$ cat src/rtl/spi_word_slave_rx.sv
// rtl/spi_word_slave_rx.sv - SPI mode-0 word receiver, pins oversampled into i_Clk.
// Optional MISO return path enabled by SPI_SLAVE_MISO_EN.
module spi_word_slave_rx #(
    parameter int WORD_WIDTH = 16,
    parameter int CNT_WIDTH  = 8
) (
    input  logic                  i_Clk,
    input  logic                  i_Rst_L,
    input  logic                  i_SPI_Clk,
    input  logic                  i_SPI_CS_n,
    input  logic                  i_SPI_MOSI,
    output logic                  o_SPI_MISO,
    input  logic [WORD_WIDTH-1:0] i_TX_Word,
    output logic [WORD_WIDTH-1:0] o_RX_Word,
    output logic                  o_RX_DV,
    output logic                  o_Frame_Err,
    output logic [CNT_WIDTH-1:0]  o_Word_Count,
    output logic                  o_Busy
);
    localparam int BIT_W = $clog2(WORD_WIDTH);
    localparam logic [BIT_W-1:0] LAST_BIT = BIT_W'(WORD_WIDTH - 1);

    typedef enum logic {IDLE, ACTIVE} state_t;

    state_t state, state_next;

    logic sclk_s1, sclk_s2, sclk_h;
    logic cs_s1, cs_s2, cs_h;
    logic mosi_s1, mosi_s2;

    logic [BIT_W-1:0]      bit_cnt;
    logic [WORD_WIDTH-2:0] shift_reg;
    logic [WORD_WIDTH-1:0] shift_next;

    logic sclk_rise, cs_fall, cs_rise;
    logic frame_start, frame_end, bit_en, word_done;

    always_ff @(posedge i_Clk or negedge i_Rst_L) begin
        if (!i_Rst_L) begin
            sclk_s1 <= 1'b0; sclk_s2 <= 1'b0; sclk_h <= 1'b0;
            cs_s1   <= 1'b1; cs_s2   <= 1'b1; cs_h   <= 1'b1;
            mosi_s1 <= 1'b0; mosi_s2 <= 1'b0;
        end else begin
            sclk_s1 <= i_SPI_Clk;  sclk_s2 <= sclk_s1; sclk_h <= sclk_s2;
            cs_s1   <= i_SPI_CS_n; cs_s2   <= cs_s1;   cs_h   <= cs_s2;
            mosi_s1 <= i_SPI_MOSI; mosi_s2 <= mosi_s1;
        end
    end

    assign sclk_rise = sclk_s2 & ~sclk_h;
    assign cs_fall   = ~cs_s2 & cs_h;
    assign cs_rise   = cs_s2 & ~cs_h;
    assign o_Busy    = ~cs_s2;

    always_ff @(posedge i_Clk or negedge i_Rst_L) begin
        if (!i_Rst_L) state <= IDLE;
        else          state <= state_next;
    end

    // A CS_n edge in the same cycle as an SCLK edge takes priority.
    always_comb begin
        state_next  = state;
        frame_start = 1'b0;
        frame_end   = 1'b0;
        bit_en      = 1'b0;
        case (state)
            IDLE: begin
                if (cs_fall) begin
                    state_next  = ACTIVE;
                    frame_start = 1'b1;
                end
            end
            ACTIVE: begin
                if (cs_rise) begin
                    state_next = IDLE;
                    frame_end  = 1'b1;
                end else if (!cs_fall) begin
                    bit_en = sclk_rise;
                end
            end
            default: state_next = IDLE;
        endcase
    end

    assign word_done  = bit_en && (bit_cnt == LAST_BIT);
    assign shift_next = {shift_reg, mosi_s2};

    always_ff @(posedge i_Clk or negedge i_Rst_L) begin
        if (!i_Rst_L) begin
            bit_cnt      <= '0;
            shift_reg    <= '0;
            o_RX_Word    <= '0;
            o_RX_DV      <= 1'b0;
            o_Frame_Err  <= 1'b0;
            o_Word_Count <= '0;
        end else begin
            o_RX_DV     <= 1'b0;
            o_Frame_Err <= 1'b0;
            if (frame_start) begin
                bit_cnt      <= '0;
                o_Word_Count <= '0;
            end else if (frame_end) begin
                if (bit_cnt != '0) o_Frame_Err <= 1'b1;
                bit_cnt <= '0;
            end else if (state == IDLE) begin
                bit_cnt <= '0;
            end else if (bit_en) begin
                shift_reg <= shift_next[WORD_WIDTH-2:0];
                if (word_done) begin
                    o_RX_Word <= shift_next;
                    o_RX_DV   <= 1'b1;
                    bit_cnt   <= '0;
                    if (o_Word_Count != '1) o_Word_Count <= o_Word_Count + 1'b1;
                end else begin
                    bit_cnt <= bit_cnt + 1'b1;
                end
            end
        end
    end

`ifdef SPI_SLAVE_MISO_EN
    logic [WORD_WIDTH-1:0] tx_shift;
    logic                  skip_fall;
    logic                  sclk_fall;

    assign sclk_fall = ~sclk_s2 & sclk_h;

    // A word completes while SCLK is still high; the falling edge that follows
    // must present the freshly loaded MSB rather than shift it away.
    always_ff @(posedge i_Clk or negedge i_Rst_L) begin
        if (!i_Rst_L) begin
            tx_shift  <= '0;
            skip_fall <= 1'b0;
        end else if (frame_start) begin
            tx_shift  <= i_TX_Word;
            skip_fall <= 1'b0;
        end else if (word_done) begin
            tx_shift  <= i_TX_Word;
            skip_fall <= 1'b1;
        end else if (state == ACTIVE && !cs_rise && sclk_fall) begin
            if (skip_fall) skip_fall <= 1'b0;
            else           tx_shift  <= {tx_shift[WORD_WIDTH-2:0], 1'b0};
        end
    end

    assign o_SPI_MISO = (state == ACTIVE) ? tx_shift[WORD_WIDTH-1] : 1'b0;
`else
    logic unused_tx;
    assign unused_tx  = ^i_TX_Word;
    assign o_SPI_MISO = 1'b0;
`endif

endmodule

$ cat config.mk
export PLATFORM = sky130hd
export DESIGN_NAME = spi_word_slave_rx
export DESIGN_NICKNAME = d
export VERILOG_FILES = /design/src/rtl/spi_word_slave_rx.sv
export SDC_FILE = /design/constraint.sdc
export NUM_CORES = 1
export LEC_CHECK = 0
export CAP_MARGIN = 40
export CORE_AREA = 10 10 97 99
export CTS_CLUSTER_DIAMETER = 200
export DETAILED_ROUTE_END_ITERATION = 10
export DIE_AREA = 0 0 107 109
export GPL_TIMING_DRIVEN = 0
export PLACE_DENSITY_LB_ADDON = 0.15
export SLEW_MARGIN = 20
export SYNTH_ARGS = -nofsm -noshare
export SYNTH_HDL_FRONTEND = slang
export SYNTH_SLANG_ARGS = --single-unit
export TNS_END_PERCENT = 10
$ cat constraint.sdc
create_clock -name i_Clk -period 1.7 [get_ports i_Clk]
set_input_delay 0.34 -clock i_Clk [delete_from_list [all_inputs] [get_ports i_Clk]]
set_output_delay 0.34 -clock i_Clk [all_outputs]
set_load 0.01 [all_outputs]
==> results.md <==
Status:
- The final reports fail on negative setup slack.
- The flow ran to the end, but the final reports show violations.

Yosys:
- The instance count of the mapped netlist is 158.
- The count of unique library cells instantiated by Yosys is 34.
- Synthesis produced a netlist with a net count of 182.
- Counting flops with a built-in enable in the synthesized netlist gives 0.
- The count of yosys warnings during synthesis is 0.
- The mapped netlist covers 2192 um2.
- The share of synthesized area in the top cell type comes to 0.5822.
- After synthesis, the share of flip-flops with an asynchronous set or reset is 1.000.
- A synthesized cell averages 13.87 um2.
- The total of flip-flops plus latches after synthesis is 54.
- The largest total area in the synthesized netlist belongs to sky130_fd_sc_hd__dfrtp_1.
- The sequential-to-total area share from yosys stat is 0.6182.
- The leading register cell type out of synthesis is sky130_fd_sc_hd__dfrtp_1.
- After synthesis, the cell types taking the most area are sky130_fd_sc_hd__dfrtp_1, sky130_fd_sc_hd__mux2_1, sky130_fd_sc_hd__mux2_2.

Clock network:
- Clock tree synthesis selected as its root buffer the cell sky130_fd_sc_hd__clkbuf_8.
- The clock-pin slew on the worst setup and hold paths is 0.10 ns.
- The CTS tree is yes.
- TritonCTS created 5 clock buffers.
- The number of H-tree branching levels is 2.
- At the later pin of the worst-skew pair, clock insertion delay measures 0.31 ns.
- The clock drives 54 sinks.
- The maximum buffer depth of the clock tree is 2.

Timing:
- The maximum frequency from static timing analysis is 579.7 MHz.
- Setup violations remaining at the end of the flow were counted as 5.
- The final number of max-transition violations is 0.
- In the final timing run, aggregate negative setup slack is -0.04183 ns.
- The post-route clock period utilization is 1.015.
- The smallest clock period supported by the final layout is computed as 1.725 ns.
- The clock tree skew after final layout is 0.01455 ns.
- The total count of hold-check failures in the final report is 0.
- Setup repair after global routing could not meet its margin everywhere.
- The worst pin sits at a relative slew slack of 0.5424.
- The final hold slack is 0.05931 ns.
- The setup slack of the critical path after layout is -0.02506 ns.
- The pin slew with the least headroom to its limit is 0.6865 ns.

Power and ir drop:
- The fraction of power consumed by combinational cells is 0.068.
- Of the total power, the share spent switching nets is 0.2265.
- In this run the power density over the cells is 839.2 nW/um2.
- In this run the power spent charging and discharging nets is 0.0005642 W.
- Summed over all cells, the static leakage comes to 1.367 nW.
- The clock power share is 0.368.
- The worst voltage drop across the vdd grid is 0.0004156 V.
- Internal power comes to 0.001927 W.
- The sequential cell fraction of total power is 0.564.

Detailed routing:
- The post-route antenna net violation count is 0.
- The routed wire length per instance is 14.75 um.
- After detailed routing, the total wire length is 4.571 mm.
- The number of optimization iterations in the first detailed-route pass is 4.
- For this run, design rule violations remaining after detail routing come to 0.
- For this block, the via count after detailed routing is 1385.
- The via-per-instance ratio is 4.468.
- The number of violations reported at the end of detailed-routing iteration 0 is 39.

Place:
- Timing analysis after detailed placement gives a worst setup slack of -0.1058 ns.
- Input and output buffers added on the ports amount to 31.
- The congestion estimate from routability-driven global placement came to 0.7539.
- The estimated wirelength of the detail-placed design is 2.913 mm.

Die:
- From bottom edge to top edge, the die measures 109 um.
- The overall die area is 11660 um2.
- The number of standard-cell rows in the floorplan is 32.
- The core footprint is 7527 um2.
- From left edge to right edge, the die measures 107 um.
- The initial utilization of the core area, before any placement, comes to 0.2912.
- In this run the count of I/O pins placed on the die edge is 49.

Final layout:
- The area growth from synthesis to layout is 35.39%.
- The sequential standard cell area is 1356 um2.
- The diode insertion count for antenna repair is 0.
- Of the cells placed in the final design, the portion with a size suffix greater than 1 is 0.3269.
- The layout has 726 filler cells.
- The net count of the finished layout is 231.
- The final core area utilization is 0.3943.
- The multi-input combinational cell area is 869.6 um2.
- The register with the most flip-flops in the layout has 16 of them.

Global routing:
- In the global route stage, overall resource usage came out at 0.07844.
- The largest net degree at the start of global routing is 55.
- The number of global-route vias before repair is 1472.
- The remaining global-route overflow is 0.
- The first global-routing pass estimated 7.341 mm of wire.
- The initial antenna violation count is 0.

Setup path:
- The startpoint of the worst setup timing path is bit_cnt[1].
- The end of the worst register-to-register path is o_Word_Count[6].
- The critical-path maximum fanout is 6.
- The kind of start point of the critical path is a flip-flop.
- STA classifies the critical path endpoint as a flip-flop.
- By startpoint and endpoint, the worst setup path is classified as reg -> reg.
- The arrival time reported for the critical path endpoint is 1.96 ns.
- For the worst setup path, the data required time is 1.93 ns.
- The startpoint of the most critical register-to-register path is bit_cnt[1].
- The cell depth of the worst flop-to-flop path is 7.
- The reg-to-reg setup timing slack is -0.03 ns.

Worst hold path:
- The path class of the tightest hold or removal check is in -> async.

Run:
- The count of max-cap constraint violations is 0.
==> worst max path at each step <==
stage                      endpoint  slack [ns]  cells past startpoint
floorplan              o_RX_Word[0]        0.03                      6
global placement      o_RX_Word[12]       -1.34                      1
detailed placement  o_Word_Count[6]       -0.11                      7
CTS                 o_Word_Count[6]       -0.06                      7
global route        o_Word_Count[6]       -0.08                      7
finish              o_Word_Count[6]       -0.03                      7
==> synth_stat cells, types with 2 or more instances <==
library cell / count
sky130_fd_sc_hd__dfrtp_1: 51
sky130_fd_sc_hd__nand3b_1: 5
sky130_fd_sc_hd__and4b_1: 2
sky130_fd_sc_hd__o21a_1: 2
sky130_fd_sc_hd__ha_1: 3
sky130_fd_sc_hd__mux2_1: 22
sky130_fd_sc_hd__o21ai_1: 5
sky130_fd_sc_hd__nand2_1: 8
sky130_fd_sc_hd__buf_6: 4
sky130_fd_sc_hd__and3_1: 3
sky130_fd_sc_hd__inv_1: 5
sky130_fd_sc_hd__o21ai_0: 2
sky130_fd_sc_hd__dfstp_2: 3
sky130_fd_sc_hd__a21oi_1: 4
sky130_fd_sc_hd__xnor2_1: 2
sky130_fd_sc_hd__mux2_2: 9
sky130_fd_sc_hd__nand3_1: 3
sky130_fd_sc_hd__nor2_1: 9
==> power by group through the flow <==
stage	Sequential [W]	Clock (W)	Combinational, W
after floorplan	0.00141	0	0.0000945
after global placement	0.00143	0	0.000143
after detailed placement	0.00143	0	0.000146
final	0.00140	0.000917	0.000170
after global routing	0.00142	0.00102	0.000188
after CTS	0.00140	0.000949	0.000156
==> per-layer routing <==
layer / up-vias / track usage / part of all wire / wire length [um]
li1: 652 / - / - / -
met1: 693 / 0.09274 / 0.47 / 2140
met2: 31 / 0.1198 / 0.44 / 2013
met3: 9 / 0.04366 / 0.078 / 355
met4: 0 / 0.02321 / 0.014 / 62
met5: - / 0 / 0 / 0
==> metrics by stage <==
stage / instance area [um2] / total power, W / std cells
finish: 2968 / 0.002491 / 310
global route: 2968 / 0.002624 / 310
CTS: 2791 / 0.002506 / 301
detailed placement: 2628 / 0.001575 / 291
global placement: 2630 / 0.001570 / 291
floorplan: 2192 / 0.001504 / 158
==> cells in the final DEF (no fill, tap or decap), drive strengths merged <==
cell type,count
and2,1
o221ai,1
inv,6
nand3b,5
a21oi,4
conb,1
nor2b,1
mux2,31
clkdlybuf4s15,1
clkdlybuf4s50,28
dlymetal6s2s,1
buf,18
clkbuf,6
nand3,3
nor2,9
a22o,1
ha,3
a31oi,1
xor2,1
o21a,2
bufinv,1
dfstp,3
mux2i,1
and3,3
nor3b,1
maj3,1
and4,1
and4b,2
xnor2,2
a41oi,1
o21ai,7
dfrtp,51
nand2,8
a2111oi,1
or4,1
==> layout make-up <==
cell class                      instances  area share
Inverter                                5    0.006324
Timing Repair Buffer                   42      0.1324
Clock buffer                            6     0.02782
Tap cell                              102     0.04300
Clock inverter                          2     0.01307
Sequential cell                        54      0.4570
Multi-Input combinational cell         93      0.2930
Buffer                                  6     0.02740
==> logic make-up after synthesis <==
logic type                 synth area share
AOI/OAI and AO/OA                   0.05365
xor gates and xnor gates            0.01199
adders and majority gates           0.02169
buffers and inverters               0.03482
DFF                                  0.6182
muxes                                0.1638
other                              0.001711
and+or+nand+nor                     0.09418
==> critical path: stages (launching register included) <==
cell,delay [ns]
sky130_fd_sc_hd__dfrtp_1,0.40
sky130_fd_sc_hd__ha_2,0.20
sky130_fd_sc_hd__and4b_1,0.21
sky130_fd_sc_hd__and4_1,0.21
sky130_fd_sc_hd__buf_6,0.14
sky130_fd_sc_hd__o21a_4,0.13
sky130_fd_sc_hd__o21a_1,0.19
sky130_fd_sc_hd__a31oi_1,0.18
==> what timing repair did <==
| item | CTS | global route |
|---|---|---|
| pin swaps | 2 | 5 |
| hold buffers | 0 | 0 |
| endpoints found under the setup margin | 32 | 36 |
| buffers inserted | 2 | 9 |
| gates cloned | 0 | 0 |
| resized for setup | 7 | 29 |
Note: power is estimated with default switching activity, not from simulation.
